`src/rtl/add_round_keys_seq.sv`:
```
// Sequential AddRoundKey: XORs a 128-bit state with a banked round key, DATA_W bits per cycle.
// Define ARK_KEY_CLEAR_EN to add the key_clr port that wipes the key bank and the key snapshot.
module add_round_keys_seq #(
  parameter int DATA_W   = 32,
  parameter int NUM_KEYS = 11,
  localparam int AW      = $clog2(NUM_KEYS)
) (
  input  logic          clk,
  input  logic          rst,
`ifdef ARK_KEY_CLEAR_EN
  input  logic          key_clr,
`endif
  input  logic          key_we,
  input  logic [AW-1:0] key_addr,
  input  logic [127:0]  key_wdata,
  input  logic          in_valid,
  output logic          in_ready,
  input  logic [127:0]  in_state,
  input  logic [AW-1:0] in_round,
  output logic          out_valid,
  input  logic          out_ready,
  output logic [127:0]  out_data,
  output logic          out_err,
  output logic          busy
);

  localparam int BEATS = 128 / DATA_W;
  localparam int CW    = (BEATS > 1) ? $clog2(BEATS) : 1;
  localparam logic [CW-1:0] LAST = CW'(BEATS - 1);
  localparam logic [AW:0]   NK   = (AW + 1)'(NUM_KEYS);

  typedef enum logic [1:0] {IDLE = 2'd0, BUSY = 2'd1, DONE = 2'd2} state_t;

  state_t          state_r, state_s;
  logic [127:0]    keys_r [NUM_KEYS];
  logic [127:0]    w_r, k_r, w_next_s, k_sel_s;
  logic            err_r;
  logic [CW-1:0]   cnt_r;
  logic            accept_s, round_ok_s, addr_ok_s;
  logic            in_ready_s, out_valid_s, busy_s;

  assign accept_s   = in_valid & in_ready;
  assign round_ok_s = ({1'b0, in_round} < NK);
  assign addr_ok_s  = ({1'b0, key_addr} < NK);
  assign out_data   = w_r;
  assign out_err    = err_r;

  // State register.
  always_ff @(posedge clk) begin
    if (rst) begin
      state_r <= IDLE;
    end else begin
      state_r <= state_s;
    end
  end

  // Next-state logic.
  always_comb begin
    state_s = state_r;
    case (state_r)
      IDLE: begin
        if (accept_s) state_s = BUSY;
        else          state_s = IDLE;
      end
      BUSY: begin
        if (cnt_r == LAST) state_s = DONE;
        else               state_s = BUSY;
      end
      DONE: begin
        if (out_ready) state_s = IDLE;
        else           state_s = DONE;
      end
      default: state_s = IDLE;
    endcase
  end

  // Handshake/status flags decoded from the upcoming state, then registered.
  always_comb begin
    in_ready_s  = 1'b0;
    out_valid_s = 1'b0;
    busy_s      = 1'b0;
    case (state_s)
      IDLE:    in_ready_s = 1'b1;
      BUSY:    busy_s = 1'b1;
      DONE: begin
        out_valid_s = 1'b1;
        busy_s      = 1'b1;
      end
      default: in_ready_s = 1'b0;
    endcase
  end

  // Registered handshake/status outputs.
  always_ff @(posedge clk) begin
    if (rst) begin
      in_ready  <= 1'b0;
      out_valid <= 1'b0;
      busy      <= 1'b0;
    end else begin
      in_ready  <= in_ready_s;
      out_valid <= out_valid_s;
      busy      <= busy_s;
    end
  end

  // Key selection for the snapshot; out-of-range rounds apply an all-zero key.
  always_comb begin
    if (round_ok_s) k_sel_s = keys_r[in_round];
    else            k_sel_s = 128'd0;
  end

  // One DATA_W slice per beat, lowest slice first.
  always_comb begin
    w_next_s = w_r;
    for (int b = 0; b < BEATS; b++) begin
      if (cnt_r == CW'(b)) w_next_s[b*DATA_W +: DATA_W] = w_r[b*DATA_W +: DATA_W] ^ k_r[b*DATA_W +: DATA_W];
      else                 w_next_s[b*DATA_W +: DATA_W] = w_r[b*DATA_W +: DATA_W];
    end
  end

  // Work register, key snapshot, error flag and beat counter.
  always_ff @(posedge clk) begin
    if (rst) begin
      w_r   <= 128'd0;
      k_r   <= 128'd0;
      err_r <= 1'b0;
      cnt_r <= CW'(0);
    end else begin
      if (accept_s) begin
        w_r   <= in_state;
        k_r   <= k_sel_s;
        err_r <= ~round_ok_s;
        cnt_r <= CW'(0);
      end else if (state_r == BUSY) begin
        w_r   <= w_next_s;
        cnt_r <= cnt_r + CW'(1);
      end
`ifdef ARK_KEY_CLEAR_EN
      if (key_clr) k_r <= 128'd0;
`endif
    end
  end

  // Key bank; the snapshot above reads the pre-write value on a same-cycle write.
  always_ff @(posedge clk) begin
    if (rst) begin
      for (int i = 0; i < NUM_KEYS; i++) keys_r[i] <= 128'd0;
`ifdef ARK_KEY_CLEAR_EN
    end else if (key_clr) begin
      for (int i = 0; i < NUM_KEYS; i++) keys_r[i] <= 128'd0;
`endif
    end else if (key_we && addr_ok_s) begin
      keys_r[key_addr] <= key_wdata;
    end
  end

endmodule

```
`config.mk`:
```
export PLATFORM = sky130hd
export DESIGN_NAME = add_round_keys_seq
export DESIGN_NICKNAME = d
export VERILOG_FILES = /design/src/rtl/add_round_keys_seq.sv
export SDC_FILE = /design/constraint.sdc
export NUM_CORES = 2
export LEC_CHECK = 0
export CORE_MARGIN = 3
export CORE_UTILIZATION = 53
export DETAILED_ROUTE_END_ITERATION = 12
export MAX_ROUTING_LAYER = met4
export PLACE_DENSITY = 0.75
export SETUP_SLACK_MARGIN = 0.4
export SKIP_LAST_GASP = 1
export SYNTH_ARGS = -nofsm -noshare
export SYNTH_HDL_FRONTEND = slang
export SYNTH_SLANG_ARGS = --single-unit
```
`constraint.sdc`:
```
create_clock -name clk -period 4.9 [get_ports clk]
set_clock_uncertainty 0.15 [all_clocks]
set_input_delay 0.735 -clock clk [delete_from_list [all_inputs] [get_ports clk]]
set_output_delay 0.735 -clock clk [all_outputs]
set_load 0.01 [all_outputs]
```
; ---- Yosys cells after proc, flatten, opt, wreduce, memory -nomap -nowiden
; Memory sizes are Yosys's and may differ from the RTL's.
; Index checks and enable logic that the tools add are counted.
[totals]
n_memories = 1
ramBits = 1408
out_inout_bits = 132
inputBits = 269
reg_bits = 264
[op_classes]
eq_ne = 7
bitwise_logic = 6
magnitude_cmp = 2
muxes = 22
n_reduce_logical = 16
addsub = 1
[mem_list]
columns = memory, words, width, rd, rd_clocked_by_memory_dff, write_ports, line
row1 = keys_r, 11, 128, 1, 0, 11, 35  ; logic [127:0] keys_r [NUM_KEYS];
[ops]
columns = cell, n
row1 = 2-to-1 mux 128 bit, 4
row2 = 2-to-1 mux 32 bit, 4
row3 = OR reduction 128 bit, 1
row4 = bitwise XOR 32 bit, 4
row5 = 2-to-1 mux 1 bit, 10
row6 = nonzero test 2 bit, 5
row7 = "equality test 2 bit, second input constant", 4
row8 = "< comparator 4 bit, second input constant", 2
row9 = AND reduction 2 bit, 4
row10 = "equality test 2 x 1 -> 1 bit, second input constant", 3
row11 = logical NOT 2 bit, 3
row12 = case mux 2 bit (3 select lines), 1
row13 = 2-to-1 mux 2 bit, 2
row14 = 2-to-1 mux 4 bit, 1
row15 = OR reduction 2 bit, 2
row16 = "adder 2 x 1 -> 2 bit, second input constant", 1
row17 = bitwise AND 1 bit, 1
row18 = logical AND 1 bit, 1
row19 = NOT 1 bit, 1

; ---- Depth between registers and ports, before layout
[logic_depth]
depth_word = 7
depth_mapped = 8
depth_no_buf = 5

; ---- Worst setup path after synthesis
; No wires, ideal clock.
[synth_path]
path_kind = input -> register
start = input rst
end = memory keys_r[0][0] (enable)
setup_time_ns = 0.510
required_ns = 4.240
n_path_buf = 2
setup_slack_ns = -0.023
arrival_ns = 4.263
path_stages = 3
cell_sequence = buf_2 -> clkbuf_1 -> nand2b_1
[synth_lines]
columns = item, line
row1 = "start, declared", 9  ; input logic rst,
row2 = "end, declared", 35

==> results.md <==
* Fin crit share at 0.629
* Core ar. at around 0.14 mm²
* Max incr delay on CP at 860 ps
* Worst slew pin tran at 1080 ps
* HP Class: input port to register
* VDD IR max at 0.269 mV
* Mux cell area share after synthesis at 0.0972
* Post-route design area at 0.0841 mm²
* Async SR Flop Fraction at 0
* Max_slew headroom at 0.282
* Worst-path cell chain: clkdlybuf4s50_1 -> nand4bb_4 -> buf_4 -> buf_4 -> o21ai_0 -> a21oi_1
* Synth Area in XOR/XNOR at 0.0156
* Net Sw Power at 7510 µW
* Status: complete, no violations
* Cts bufs inserted at 170
* Die H at around 380 µm
* Top-area cell type share of the netlist area at 0.529
* Clock-pin transition on the worst setup and hold timing paths at around 60 ps
* Main combinational cell family by area after synthesis: simple AND/OR/NAND/NOR gates
* Commonest non-fill, non-tap cell in the layout: edfxtp_1
* Hold path cells at 2
* Part of the power in registers at 0.501
* Finished Layout Cells at 7,564
* Synth Area in Adders at 0.00103
* Critical Path AT at 3630 ps
* R2R Path End: out_data[92]
* Cells on worst reg2reg path at 4
* Min-delay src: rst
* Kind of critical path: input port to register
* Final Max Tran Viols at 0
* Tmin final at 3080 ps
* Wire per inst at 29.7 µm
* Setup crit start: key_addr[2]
* H-tree levels at 4
* Mapped cell area at 0.0726 mm²
* Count of final setup violators at 0
* Cell variety after synth at 46
* Post-synthesis sequential area ratio at 0.637
* Syn Nets at 5,729
* Worst-Skew Late Latency at around 800 ps
* Commonest non-fill, non-tap cells in the layout: 1,280 x edfxtp_1, 1,157 x nor2_1, 396 x clkdlybuf4s50_1
* Fmax at 324 MHz
* Placement Cell Area at 0.0783 mm²
* CTS Hold Bufs at 0
* Gate power share at 0.086
* Maximum number of pins on one net before global-route repair at approximately 150
* Top Ports at 401
* Synth-to-Final Area Change at 15.9%
* Initial antenna violation count at 11
* Final Hold Viols at 0
* RSZ-0062 raised after global routing: false
* Drt first pass iters at 6
* Post-Synth Simple-Gate Area at 0.106
* Post-route ant nets at 0
* Power Density at 387 mW/mm²
* RR Startpoint: state_r[0]
* First-pass GRT wire length at 331 mm
* Initial Utilization at 0.535
* Main synth FF type: edfxtp_1
* Synthesized area per cell at between 10 and 15 µm²
* Internal power at 25,100 µW
* Lkg Pwr at 0.0288 µW
* Die X at 376 µm
* Critical path endpoint category: register
* DR vias/cell at 6.61
* Worst Hold Path EP: out_err
* Sw frac at 0.230
* Synthesis-stage register bit count at 1,672
* Largest cells by area after synthesis: edfxtp_1 53%, dfxtp_1 11%, mux4_2 7.9%
* CTS sink count at 1,672
* Vias in the first global route at 50,300
* Vias at 50,000
* Fill count at around 10,000
* Synth Area in Compound Gates at 0.0968
* CP max stage cell: buf_4
* CP dominant cell by count: buf_4
* Detailed Route WL at 225 mm
* Max Cap Viol at 0
* Clk pwr share at 0.412
* Post-synth EDFFs at 1,280
* CP Max Fanout at 45
* CTS tree: yes
* Share of cells above drive strength 1 at 0.147
* R2r setup slk at 2110 ps
* Placed cells at about 7,200
* Worst path required time at between 5000 and 6000 ps
* Post-cts resize count at 0
* Root Driver: clkbuf_16
* Port Buffers at 400
* Die ar. at 0.141 mm²
* Post-route DRC at 0
* Layout Nets at 5,898
* CP Buf/Inv Count at 3
* Routability Congestion at roughly 0.80
* Final HPWL DP at about 110 mm
* CP top delay family: buffers and inverters
* 1st-iter DRT viols at 7,016
* Row count at 135
* TNS Setup at 0 ps
* Yosys top cell by area: edfxtp_1
* Synth warn at 0
* All-Layer GR Usage at 0.324
* Worst setup SP type: input port
* Grt total ovfl at 0
* Setup bufs post-CTS at 0
* Syn Inst Count at 5,454
* CTS max path bufs at 3
-- routing by layer --
layer / vias up / GRT usage / part of all wire
met3: 568 / 0.0735 / 0.13
met2: 3721 / 0.501 / 0.47
met1: 24900 / 0.425 / 0.36
li1: 20700 / - / -
met5: - / - / 0
met4: 0 / 0.118 / 0.038
-- cell families (layout without fill, tap and decap cells) --
group,after synthesis,count (layout)
and+or+nand+nor,1649,1649
muxes,385,385
other,0,13
DFF,1672,1672
adders and majority gates,6,6
xor gates and xnor gates,129,129
AOI/OAI and AO/OA,848,848
buffers and inverters,765,1081
-- state kept, by name, indices dropped and copies added (netlist names) --
register   flops
keys_r      1408
state_r        2
out_valid      1
cnt_r          2
out_data     128
out_err        1
busy           1
k_r          128
in_ready       1
-- power by group through the flow --
stage	clock network (µW)	registers (µW)	logic, µW
finish	13400	16300	2820
global placement	0	16600	2730
floorplan	0	16500	1530
CTS	13500	16300	2780
detailed placement	0	16600	2760
global route	14100	16400	2930
-- cell usage after synthesis (2+ instances only) --
cell	instances
a211oi_1	128
a21o_1	4
a21oi_1	71
a2bb2oi_1	60
a32oi_1	128
and2_1	129
and3_1	129
buf_1	20
buf_2	128
buf_4	18
buf_6	24
buf_8	4
clkbuf_1	297
clkbuf_2	12
dfxtp_1	392
edfxtp_1	1280
ha_1	6
inv_1	261
mux2i_1	129
mux4_2	256
nand2_1	9
nand2b_1	10
nand3_1	70
nand4b_1	128
nor2_1	1158
nor2b_1	7
nor3_1	2
o211ai_1	68
o211ai_2	60
o21ai_0	68
o21ai_1	3
o221a_2	127
o31ai_1	128
xor2_1	128
-- cell type report --
class | instances | area, µm² | area share
well taps | 1781 | 2230 | 0.0265
repair buffers | 501 | 5610 | 0.0666
flip-flops and latches | 1672 | 46300 | 0.550
diodes | 13 | 32.5 | 0.000387
inverters | 261 | 985 | 0.0117
clock buffers | 240 | 4870 | 0.0578
clock inverters | 79 | 922 | 0.0110
multi-input cells | 3017 | 23200 | 0.276
-- stage by stage --
step                      worst slack (ps)  utilization  hold WS [ps]  total power (µW)
after CTS                             1990        0.619           237             32600
final                                 1820        0.620           258             32600
after detailed placement              1180        0.577           301             19400
after global placement                1220        0.577           294             19300
after global routing                  1840        0.620           258             33400
after floorplan                       1250            -           286             18100
-- worst max path at each step --
stage | to | slack (ps) | depth (start not counted)
2_1_floorplan | keys_r[3][0] | 1250 | 4
3_3_place_gp | keys_r[2][79] | 1220 | 5
3_5_place_dp | keys_r[2][83] | 1180 | 5
4_1_cts | out_data[29] | 1990 | 1
5_1_grt | keys_r[10][11] | 1840 | 6
6_report | keys_r[10][28] | 1820 | 6
Note: power is estimated with default switching activity, not from simulation.
